### config.mk
export PLATFORM = sky130hd
export DESIGN_NAME = fir_sm_fifo
export DESIGN_NICKNAME = d
export VERILOG_FILES = /design/src/rtl/fir_stream_pkg.sv /design/src/rtl/fir_sm_fifo_mem.sv /design/src/rtl/fir_sm_fifo.sv
export SDC_FILE = /design/constraint.sdc
export NUM_CORES = 1
export LEC_CHECK = 0
export ABC_CLOCK_PERIOD_IN_PS = 9300
export CAP_MARGIN = 20
export CORE_ASPECT_RATIO = 1.1
export CORE_MARGIN = 10
export CORE_UTILIZATION = 35
export DETAILED_ROUTE_END_ITERATION = 10
export HOLD_SLACK_MARGIN = 0.06
export SYNTH_ARGS = -nofsm -noshare
export SYNTH_HDL_FRONTEND = slang
export SYNTH_SLANG_ARGS = --single-unit
### constraint.sdc
create_clock -name ACLK -period 9.3 [get_ports ACLK]
set_clock_uncertainty 0.1 [all_clocks]
set_input_delay 1.86 -clock ACLK [delete_from_list [all_inputs] [get_ports ACLK]]
set_output_delay 1.86 -clock ACLK [all_outputs]
set_load 0.05 [all_outputs]
### src/rtl/fir_stream_pkg.sv
// Shared types and helpers for the FIR output-stream path.
package fir_stream_pkg;

   localparam int FIR_DATA_WIDTH = 32;

   typedef struct packed {
      logic                      tlast;
      logic [FIR_DATA_WIDTH-1:0] tdata;
   } fir_entry_t;

   // Occupancy from wrap-bit pointers; the mask keeps the modulo-2*DEPTH arithmetic
   function automatic int unsigned fill_level(input int unsigned wr,
                                              input int unsigned rd,
                                              input int unsigned ptr_w);
      int unsigned mask;
      mask = (32'd1 << ptr_w) - 32'd1;
      return (wr - rd) & mask;
   endfunction

endpackage

### src/rtl/fir_sm_fifo_mem.sv
// Entry storage for fir_sm_fifo: one synchronous write port, one asynchronous read port.
module fir_sm_fifo_mem
   import fir_stream_pkg::*;
#(
   parameter type entry_t = fir_entry_t,
   parameter int  DEPTH   = 16,
   parameter int  ADDR_W  = $clog2(DEPTH)
)(
   input  logic              clk,
   input  logic              we,
   input  logic [ADDR_W-1:0] waddr,
   input  entry_t            wdata,
   input  logic [ADDR_W-1:0] raddr,
   output entry_t            rdata
);

   entry_t mem_q [DEPTH];

   always_ff @(posedge clk) begin
      if (we) begin
         mem_q[waddr] <= wdata;
      end
   end

   assign rdata = mem_q[raddr];

endmodule

### src/rtl/fir_sm_fifo.sv
// Elastic FWFT AXI-Stream buffer behind the FIR SM_* master port.
// Define FIR_SM_FIFO_STATS_EN to add the beat_cnt/frame_cnt debug counters.
module fir_sm_fifo
   import fir_stream_pkg::*;
#(
   parameter  int DATA_WIDTH = FIR_DATA_WIDTH,
   parameter  int DEPTH      = 16,
   localparam int ADDR_W     = $clog2(DEPTH)
)(
   input  logic                  ACLK,
   input  logic                  ARESET,
   input  logic                  S_tvalid,
   input  logic [DATA_WIDTH-1:0] S_tdata,
   input  logic                  S_tlast,
   output logic                  S_tready,
   output logic                  M_tvalid,
   output logic [DATA_WIDTH-1:0] M_tdata,
   output logic                  M_tlast,
   input  logic                  M_tready,
   output logic [ADDR_W:0]       level
`ifdef FIR_SM_FIFO_STATS_EN
   ,
   output logic [15:0]           beat_cnt,
   output logic [15:0]           frame_cnt
`endif
);

   localparam int PTR_W = ADDR_W + 1;

   typedef struct packed {
      logic                  tlast;
      logic [DATA_WIDTH-1:0] tdata;
   } entry_t;

   logic [PTR_W-1:0] wr_ptr, rd_ptr;
   logic [PTR_W-1:0] wr_nxt, rd_nxt, lvl_nxt;
   logic             push, pop;
   entry_t           wr_entry, rd_entry, head_nxt;

   assign push     = S_tvalid & S_tready;
   assign pop      = M_tvalid & M_tready;
   assign wr_nxt   = wr_ptr + PTR_W'(push);
   assign rd_nxt   = rd_ptr + PTR_W'(pop);
   assign lvl_nxt  = PTR_W'(fill_level(32'(wr_nxt), 32'(rd_nxt), PTR_W));
   assign level    = PTR_W'(fill_level(32'(wr_ptr), 32'(rd_ptr), PTR_W));
   assign wr_entry = '{tlast: S_tlast, tdata: S_tdata};

   fir_sm_fifo_mem #(
      .entry_t (entry_t),
      .DEPTH   (DEPTH),
      .ADDR_W  (ADDR_W)
   ) u_mem (
      .clk   (ACLK),
      .we    (push),
      .waddr (wr_ptr[ADDR_W-1:0]),
      .wdata (wr_entry),
      .raddr (rd_nxt[ADDR_W-1:0]),
      .rdata (rd_entry)
   );

   // The post-edge head is the word being written right now when it lands in an empty slot
   assign head_nxt = (rd_nxt == wr_ptr) ? wr_entry : rd_entry;

   always_ff @(posedge ACLK or negedge ARESET) begin
      if (!ARESET) begin
         wr_ptr   <= '0;
         rd_ptr   <= '0;
         S_tready <= 1'b0;
         M_tvalid <= 1'b0;
         M_tdata  <= '0;
         M_tlast  <= 1'b0;
      end else begin
         wr_ptr   <= wr_nxt;
         rd_ptr   <= rd_nxt;
         S_tready <= (lvl_nxt < PTR_W'(DEPTH));
         M_tvalid <= (lvl_nxt != '0);
         if (lvl_nxt != '0) begin
            M_tdata <= head_nxt.tdata;
            M_tlast <= head_nxt.tlast;
         end
      end
   end

`ifdef FIR_SM_FIFO_STATS_EN
   always_ff @(posedge ACLK or negedge ARESET) begin
      if (!ARESET) begin
         beat_cnt  <= '0;
         frame_cnt <= '0;
      end else if (pop) begin
         beat_cnt <= M_tlast ? 16'd0 : beat_cnt + 16'd1;
         if (M_tlast && (frame_cnt != 16'hFFFF)) begin
            frame_cnt <= frame_cnt + 16'd1;
         end
      end
   end
`endif

endmodule

==> results.cfg, run 1 <==
[synth]
synth-edff-count = 528
syn_avg_cell_area_um2 = 20.1
yosysWarnings = 0
syn_nets = 1176
ys_ff_latch = 573
mappedNetlistArea_um2 = 22600
async_flop_share = 0.0785
syn_inst = 1126
ys_seq_area_frac = 0.750
synth_cell_types = 38
synth_flop_cell = edfxtp_1

[cells_and_area]
final_nets = 1274
drive_gt1_frac = 0.262
area_growth_pct = 15.7
final_area_um2 = 26200
num-fill-cells = 5690

[cts]
cts-htree-levels = 2
clock_sinks = 573
numCtsBuffers = 54
clk_pin_slew_worst_paths_ps = 60
clock_latency_ps = 590
cts_hold_buf = 0
clock_tree.root_cell = clkbuf_16
post_cts_buffers = 0
cts_tree = yes
cts_buffer_depth = 3
cts_resized = 0

[routing]
wl_per_cell_um = 24.2
vias = 10900
drtPass1Iterations = 5
first_iter_violations = 743
route.detailed.drc = 0
wl_um = 51000
viasPerCell = 5.15
postRouteAntennaNets = 0

[timing]
max_freq_mhz = 170
finalSetupTns_ps = 0
rsz0062_at_grt = false
slew_headroom = 0.322
hold_viol = 0
holdWs_ps = 402
tightest_slew_ps = 1010
setup_viol = 0
fin_crit_sh = 0.631
finalMaxSlewViolations = 0
min_period_ps = 5870

[grt]
grt_max_degree = 100
first_global_vias = 11600
grt_overflow = 0
track_usage = 0.134
grt_first_pass_wirelength_um = 76300
antenna_found_initial = 2

[critical_path]
crit_required_ps = 9680
crit_type = in2reg
cp-start-kind = input pin
worstPathArrival_ps = 6240
crit_fanout = 50
endpoint_kind = register

[run_status]
status = finished, final reports clean

[place]
dpl_cell_area_um2 = 24500
hpwlAfterDp_um = 26400
gp_congestion = 0.709
io_buffers = 76

[pwr]
power.leakage_nw = 8.53
ir_drop_uv = 307
p_per_area_nw_per_um2 = 349

[floorplanning]
initial_core_util = 0.355
io_pins = 77
die_area_um2 = 75300
rows = 97
design.core.area_um2 = 63800
die_x_um = 263
fp.dieH_um = 287

[worst_hold_path]
hp-class = reg2reg

[flow_run]
cap_viol_max_count = 0
[critical path, cell delays in order]
cell	delay [ps]
clkdlybuf4s50_1	390
and2_1	170
ha_4	170
ha_4	170
xnor2_4	700
buf_4	730
o21ai_0	190
o21ai_1	240
xnor2_2	170
nand4b_4	800
mux2_2	590
[synth_stat cells (2+ instances only)]
| master | count | area share |
|---|---|---|
| nand3b_1 | 2 | 0.00066 |
| inv_1 | 14 | 0.0023 |
| mux2_2 | 66 | 0.033 |
| ha_1 | 12 | 0.0066 |
| clkbuf_1 | 27 | 0.0045 |
| edfxtp_1 | 528 | 0.70 |
| buf_6 | 8 | 0.0040 |
| nand3_1 | 5 | 0.0011 |
| nand2_1 | 135 | 0.022 |
| a21oi_1 | 3 | 0.00066 |
| xnor2_1 | 12 | 0.0046 |
| buf_1 | 6 | 0.00099 |
| mux4_2 | 132 | 0.13 |
| buf_2 | 18 | 0.0040 |
| xor2_1 | 6 | 0.0023 |
| dfrtp_1 | 45 | 0.050 |
| o21ai_0 | 2 | 0.00044 |
| nor3_1 | 5 | 0.0011 |
| nor2_1 | 12 | 0.0020 |
| and2_1 | 2 | 0.00055 |
| and3_1 | 34 | 0.0094 |
| a21o_1 | 2 | 0.00066 |
| a31oi_1 | 35 | 0.0097 |
[routing by layer]
metal  track usage  vias to the layer above  wire, µm
li1              -                     4712         -
met5             0                        -         9
met4        0.0331                        2       769
met1         0.167                     5829     21200
met2         0.236                      270     26400
met3        0.0267                       63      2660
[where the power goes]
part / total (mW) / internal (mW) / switching [mW]
Clock: 2.13 / 1.19 / 0.931
Combinational: 3.80 / 1.70 / 2.10
Sequential: 3.21 / 3.08 / 0.134
[cell families after synthesis]
group                      share of synthesized area
AOI/OAI and AO/OA                             0.0124
muxes                                          0.164
DFF                                            0.750
buffers and inverters                         0.0165
xor gates and xnor gates                     0.00962
and+or+nand+nor                               0.0398
adders and majority gates                    0.00752
[flip-flops by register name, indices dropped and copies added (netlist names)]
signal       cells
u_mem.mem_q    528
S_tready         1
M_tlast          1
rd_ptr           5
wr_ptr           5
M_tdata         32
M_tvalid         1
[final timing paths]
| kind | from | endpoint | slack [ps] | cells past startpoint |
|---|---|---|---|---|
| worst max register to register | M_tvalid | M_tdata[16] | 4710 | 10 |
| worst min register to register | M_tdata[7] | M_tdata[7] | 400 | 1 |
| worst min-delay path | M_tdata[7] | M_tdata[7] | 400 | 1 |
| worst max-delay path | M_tready | M_tdata[16] | 3430 | 11 |
| max in group asynchronous | ARESET | M_tdata[22] | 7190 | 2 |
| min in group asynchronous | ARESET | rd_ptr[3] | 1350 | 2 |
[final cells by class]
class | count | area, µm² | share of cell area
Sequential cell | 573 | 17000 | 0.649
Multi-Input combinational cell | 477 | 5430 | 0.207
Clock buffer | 66 | 1420 | 0.0541
Tap cell | 841 | 1050 | 0.0402
Timing Repair Buffer | 103 | 971 | 0.0371
Clock inverter | 35 | 274 | 0.0105
Inverter | 15 | 56.3 | 0.00215
Antenna cell | 1 | 2.50 | 0.0000956
[metrics by stage]
stage | instances | utilization | worst slack, ps | power (mW)
5_1_grt | 2111 | 0.410 | 3130 | 9.63
3_5_place_dp | 2009 | 0.384 | 2760 | 7.14
4_1_cts | 2110 | 0.410 | 3360 | 9.28
3_3_place_gp | 2009 | 0.384 | 2720 | 7.10
2_1_floorplan | 1126 | - | 3830 | 6.08
6_report | 2111 | 0.410 | 3430 | 9.14
[placed cells by master, fill, tap and decap left out, types with 2 or more instances in the layout]
cell type	synthesis	final
and2_1	2	2
clkinv_2	0	16
nand2_1	135	135
mux4_2	132	132
o21ai_0	2	2
ha_1	12	10
xor2_1	6	6
nand3b_1	2	2
nand3_1	5	5
mux2_2	66	66
and3_1	34	34
ha_4	0	2
clkinv_1	1	12
xnor2_2	1	2
buf_4	1	26
a21oi_1	3	3
clkinvlp_4	0	2
nor3_2	1	5
clkbuf_16	0	55
xnor2_1	12	11
inv_1	14	13
nor2_4	0	12
a31oi_1	35	35
clkbuf_1	27	11
bufinv_16	0	4
clkdlybuf4s50_1	0	75
edfxtp_1	528	528
a21o_1	2	2
dfrtp_1	45	45
(Power assumes the default switching activity.)
==> inputs of run 2 (changes only) <==
--- a/config.mk
+++ b/config.mk
@@ -5,7 +5,7 @@
 export SDC_FILE = /design/constraint.sdc
 export NUM_CORES = 1
 export LEC_CHECK = 0
-export ABC_CLOCK_PERIOD_IN_PS = 9300
+export ABC_CLOCK_PERIOD_IN_PS = 6100
 export CAP_MARGIN = 20
 export CORE_ASPECT_RATIO = 1.1
 export CORE_MARGIN = 10
==> constraint.sdc (replaced) <==
create_clock -name ACLK -period 6.1 [get_ports ACLK]
set_clock_uncertainty 0.1 [all_clocks]
set_input_delay 1.22 -clock ACLK [delete_from_list [all_inputs] [get_ports ACLK]]
set_output_delay 1.22 -clock ACLK [all_outputs]
set_load 0.05 [all_outputs]
==> run 2 against run 1 <==
  * Sequential share of layout area decreased by 0.33 points
  * Critical path depth decreased by 3
  * First-iteration DRC count increased by 11%
  * Flip-flop and latch count unchanged
  * Combinational power increased by 54%
  * Critical path type is now reg2out
  * Largest cell class unchanged
==> results.cfg, run 2 (synthesized netlist as in run 1, its figures left out) <==
[cells_and_area]
final_common_cell = edfxtp_1
largestRegisters = u_mem.mem_q (528), M_tdata (32)
final_cell_mix = edfxtp_1 (528), nand2_1 (135), mux4_2 (132), clkdlybuf4s50_1 (75), mux2_2 (66)
num-fill-cells = 5656
area_growth_pct = 16.2
largest_reg_flops = 528
regMostFlops = u_mem.mem_q
final_area_um2 = 26300
fin_cells = 2113
drive_gt1_frac = 0.265
final_nets = 1278
antennaDiodeCount = 0
fin_util = 0.412

[floorplanning]
rows = 97
fp.dieH_um = 287
die_x_um = 263
io_pins = 77
initial_core_util = 0.355
design.core.area_um2 = 63800
die_area_um2 = 75300

[critical_path]
endpoint_kind = output pin
reg2reg_from = wr_ptr[0]
crit_required_ps = 4780
cp-start-kind = register
crit_fanout = 9
crit_type = reg2out
worstSetupStartpoint = wr_ptr[0]
worstPathArrival_ps = 3250

[timing]
holdWs_ps = 404
min_period_ps = 4570
finalSetupTns_ps = 0
fin_crit_sh = 0.750
tightest_slew_ps = 1110
slew_headroom = 0.259
max_freq_mhz = 219
rsz0062_at_grt = false
finalMaxSlewViolations = 0
hold_viol = 0
postLayoutSetupSlackWorst_ps = 1530
setup_viol = 0

[place]
preCtsSetupSlack_ps = 1180
hpwlAfterDp_um = 28400
placed_cells = 2013
gp_congestion = 0.723
dpl_cell_area_um2 = 24500
io_buffers = 76

[grt]
grt_first_pass_wirelength_um = 79000
met2_usage = 0.243
top_usage_layer = met2
track_usage = 0.139
antenna_found_initial = 1
grt_overflow = 0
use_met1 = 0.176
first_global_vias = 11800
grt_util_met3 = 0.0236
grt_max_degree = 114

[pwr]
power.leakage_nw = 8.57
ir_drop_uv = 539
p_per_area_nw_per_um2 = 537
power_mw = 14.1

[run_status]
status = finished, final reports clean

[cts]
cts_buffer_depth = 3
clock_latency_ps = 610
clock_sinks = 573
post_cts_buffers = 0
clk_pin_slew_worst_paths_ps = 60
clock_tree.root_cell = clkbuf_16
cts_resized = 0
cts-htree-levels = 2
numCtsBuffers = 54
cts_tree = yes
cts_hold_buf = 0

[routing]
vias = 10900
viasPerCell = 5.14
drtPass1Iterations = 4
postRouteAntennaNets = 0
wl_per_cell_um = 25.0
route.detailed.drc = 0
first_iter_violations = 826
wl_um = 52800

[worst_hold_path]
hp-class = reg2reg
min_from = M_tdata[6]

[flow_run]
cap_viol_max_count = 0
==> run 2: cell count changes in the layout (fill, tap and decap cells not counted), sizes merged <==
cell	previous run	this run
clkinv	29	21
buf	28	32
clkinvlp	2	6
bufinv	4	6
diode	1	0
inv	15	16
==> run 2: layout make-up <==
class	count	area [µm²]	share of cell area
clock inverter	34	344	0.0131
multi-input combinational	477	5430	0.206
sequential	573	17000	0.645
tap	841	1050	0.0400
inverter	15	56.3	0.00214
timing repair buffer	107	1030	0.0390
clock buffer	66	1430	0.0542
==> run 2: worst paths after layout <==
check                           cells after the start          end  slack (ps)
worst max-delay path                                8     level[4]        1530
worst min-delay path                                1   M_tdata[6]         400
worst max register to register                     10  M_tdata[26]        2490
worst min register to register                      1   M_tdata[6]         400
max in group asynchronous                           2  M_tdata[24]        4660
min in group asynchronous                           2    rd_ptr[4]         690
==> run 2: worst max-delay path, stage by stage, from the launching register on <==
cell and delay [ps]:
dfrtp_1 610, inv_1 160, ha_1 240, fa_1 410, inv_1 70, a21o_1 120
a21oi_1 70, xnor2_1 130, clkdlybuf4s50_1 830
==> run 2: power by group <==
group | leakage, nW | switching [mW] | internal, mW
Combinational | 2.44 | 3.23 | 2.63
Sequential | 5.28 | 0.215 | 4.69
Clock | 0.849 | 1.45 | 1.92
==> run 2: per-layer routing <==
layer  up-vias  wire [µm]
li1       4726          -
met1      5837      22200
met2       228      27300
met3        75       2270
met4         2       1050
met5         -         13
==> inputs of run 3 (changes only) <==
--- a/config.mk
+++ b/config.mk
@@ -5,7 +5,7 @@
 export SDC_FILE = /design/constraint.sdc
 export NUM_CORES = 1
 export LEC_CHECK = 0
-export ABC_CLOCK_PERIOD_IN_PS = 6100
+export ABC_CLOCK_PERIOD_IN_PS = 4780
 export CAP_MARGIN = 20
 export CORE_ASPECT_RATIO = 1.1
 export CORE_MARGIN = 10
==> constraint.sdc (replaced) <==
create_clock -name ACLK -period 4.78 [get_ports ACLK]
set_clock_uncertainty 0.1 [all_clocks]
set_input_delay 0.956 -clock ACLK [delete_from_list [all_inputs] [get_ports ACLK]]
set_output_delay 0.956 -clock ACLK [all_outputs]
set_load 0.05 [all_outputs]
==> run 3 against run 2 <==
  * Critical path type unchanged
  * Power grew 29%
  * Largest cell class unchanged
  * Clock-buffer cell count grew 13
  * Core utilization grew 0.41 points
  * Sequential power grew 27%
  * Wire length grew 1.4%
  * Global-route usage grew 0.18 points
  * Flip-flop and latch count is the same
==> results.cfg, run 3 (synthesized netlist as in run 1, its figures left out) <==
[cts]
cts-htree-levels = 2
numCtsBuffers = 55
clock_latency_ps = 620
post_cts_buffers = 0
cts_tree = yes
cts_buffer_depth = 3
cts_hold_buf = 0
clock_tree.root_cell = clkbuf_16
clk_pin_slew_worst_paths_ps = 70
clock_sinks = 573
cts_resized = 0

[timing]
finalMaxSlewViolations = 0
holdWs_ps = 292
hold_viol = 0
finalSetupTns_ps = 0
max_freq_mhz = 233
setup_viol = 0
slew_headroom = 0.497
min_period_ps = 4290
postLayoutSetupSlackWorst_ps = 489
tightest_slew_ps = 753
fin_crit_sh = 0.898
rsz0062_at_grt = false

[pwr]
internal_power_mw = 11.9
p_sw_frac = 0.347
power_mw = 18.3
power.leakage_nw = 8.70
clkPwrFrac = 0.234
p_switching_mw = 6.33
p_per_area_nw_per_um2 = 687
ir_drop_uv = 386
seqPwrFrac = 0.342
power_frac_comb = 0.424

[place]
gp_congestion = 0.721
io_buffers = 76
preCtsSetupSlack_ps = 645
hpwlAfterDp_um = 28600

[routing]
first_iter_violations = 837
vias = 11000
drtPass1Iterations = 5
viasPerCell = 5.19
route.detailed.drc = 0
wl_per_cell_um = 25.2
wl_um = 53500
postRouteAntennaNets = 0

[cells_and_area]
largestRegisters = u_mem.mem_q (528), M_tdata (32)
final_common_cell = edfxtp_1
multiInputGateArea_um2 = 5430
final_cell_mix = edfxtp_1 (528), nand2_1 (135), mux4_2 (132), clkdlybuf4s50_1 (75), mux2_2 (66)
largest_reg_flops = 528
drive_gt1_frac = 0.271
num-fill-cells = 5659
regMostFlops = u_mem.mem_q
final_nets = 1290
area_growth_pct = 17.4
regArea_um2 = 17000

[floorplanning]
initial_core_util = 0.355
rows = 97
io_pins = 77
fp.dieH_um = 287
die_x_um = 263
design.core.area_um2 = 63800
die_area_um2 = 75300

[critical_path]
endpoint_kind = output pin
worstPathArrival_ps = 3230
crit_type = reg2out
crit_required_ps = 3720
crit_fanout = 9
cp-start-kind = register

[grt]
antenna_found_initial = 2
grt_max_degree = 50
grt_overflow = 0
first_global_vias = 11800
grt_first_pass_wirelength_um = 79700
track_usage = 0.141

[flow_run]
cap_viol_max_count = 0

[run_status]
status = finished, final reports clean

[worst_hold_path]
hp-class = in2async
-- run 3: cell types whose count changed in the layout (fill, tap and decap cells not counted), moves of 3 or more --
cell / previous run / this run
buf_12: 3 / 17
clkbuf_8: 1 / 9
clkbuf_1: 10 / 15
clkinv_1: 12 / 7
clkinvlp_4: 6 / 1
buf_4: 28 / 25
bufinv_16: 6 / 3
-- run 3: path summary, 6_finish.rpt --
kind	startpoint	endpoint	slack (ps)	cells after the start
hold / removal	ARESET	M_tdata[8]	290	1
setup reg to reg	M_tvalid	M_tdata[17]	1670	9
max in group asynchronous	ARESET	M_tdata[25]	3350	2
min in group ACLK	M_tdata[15]	M_tdata[15]	400	1
setup / recovery	wr_ptr[0]	level[4]	490	8
hold reg to reg	M_tdata[15]	M_tdata[15]	400	1
-- run 3: area by class of cell --
class / count / area share
clock inverters: 21 / 0.00824
flip-flops and latches: 573 / 0.639
repair buffers: 118 / 0.0483
well taps: 841 / 0.0396
diodes: 1 / 0.0000941
multi-input cells: 477 / 0.204
inverters: 15 / 0.00212
clock buffers: 79 / 0.0586
-- run 3: critical path, stage by stage (launching register included) --
cell and delay, ps:
dfrtp_1 580, inv_1 160, ha_1 230, fa_1 410, inv_1 70, a21o_1 100, a21oi_1 80, xnor2_1 150
clkdlybuf4s50_1 840
-- run 3: metal layers --
layer,part of all wire,track usage
met3,0.045,0.0246
met4,0.015,0.0353
met2,0.52,0.247
met1,0.42,0.178
met5,0.00024,0
-- run 3: metrics by stage --
step,instance area (µm²),util,std cells
3_3_place_gp,24800,0.389,2024
5_1_grt,26600,0.416,2125
2_1_floorplan,22600,-,1126
4_1_cts,26600,0.416,2124
6_report,26600,0.416,2125
3_5_place_dp,24800,0.389,2024
-- run 3: power by group through the flow --
stage | Sequential, mW | Combinational (mW) | Clock [mW]
3_5_place_dp | 6.35 | 7.88 | 0
5_1_grt | 6.29 | 8.37 | 4.56
4_1_cts | 6.25 | 7.90 | 4.37
3_3_place_gp | 6.34 | 7.82 | 0
6_report | 6.24 | 7.73 | 4.28
2_1_floorplan | 6.77 | 5.06 | 0
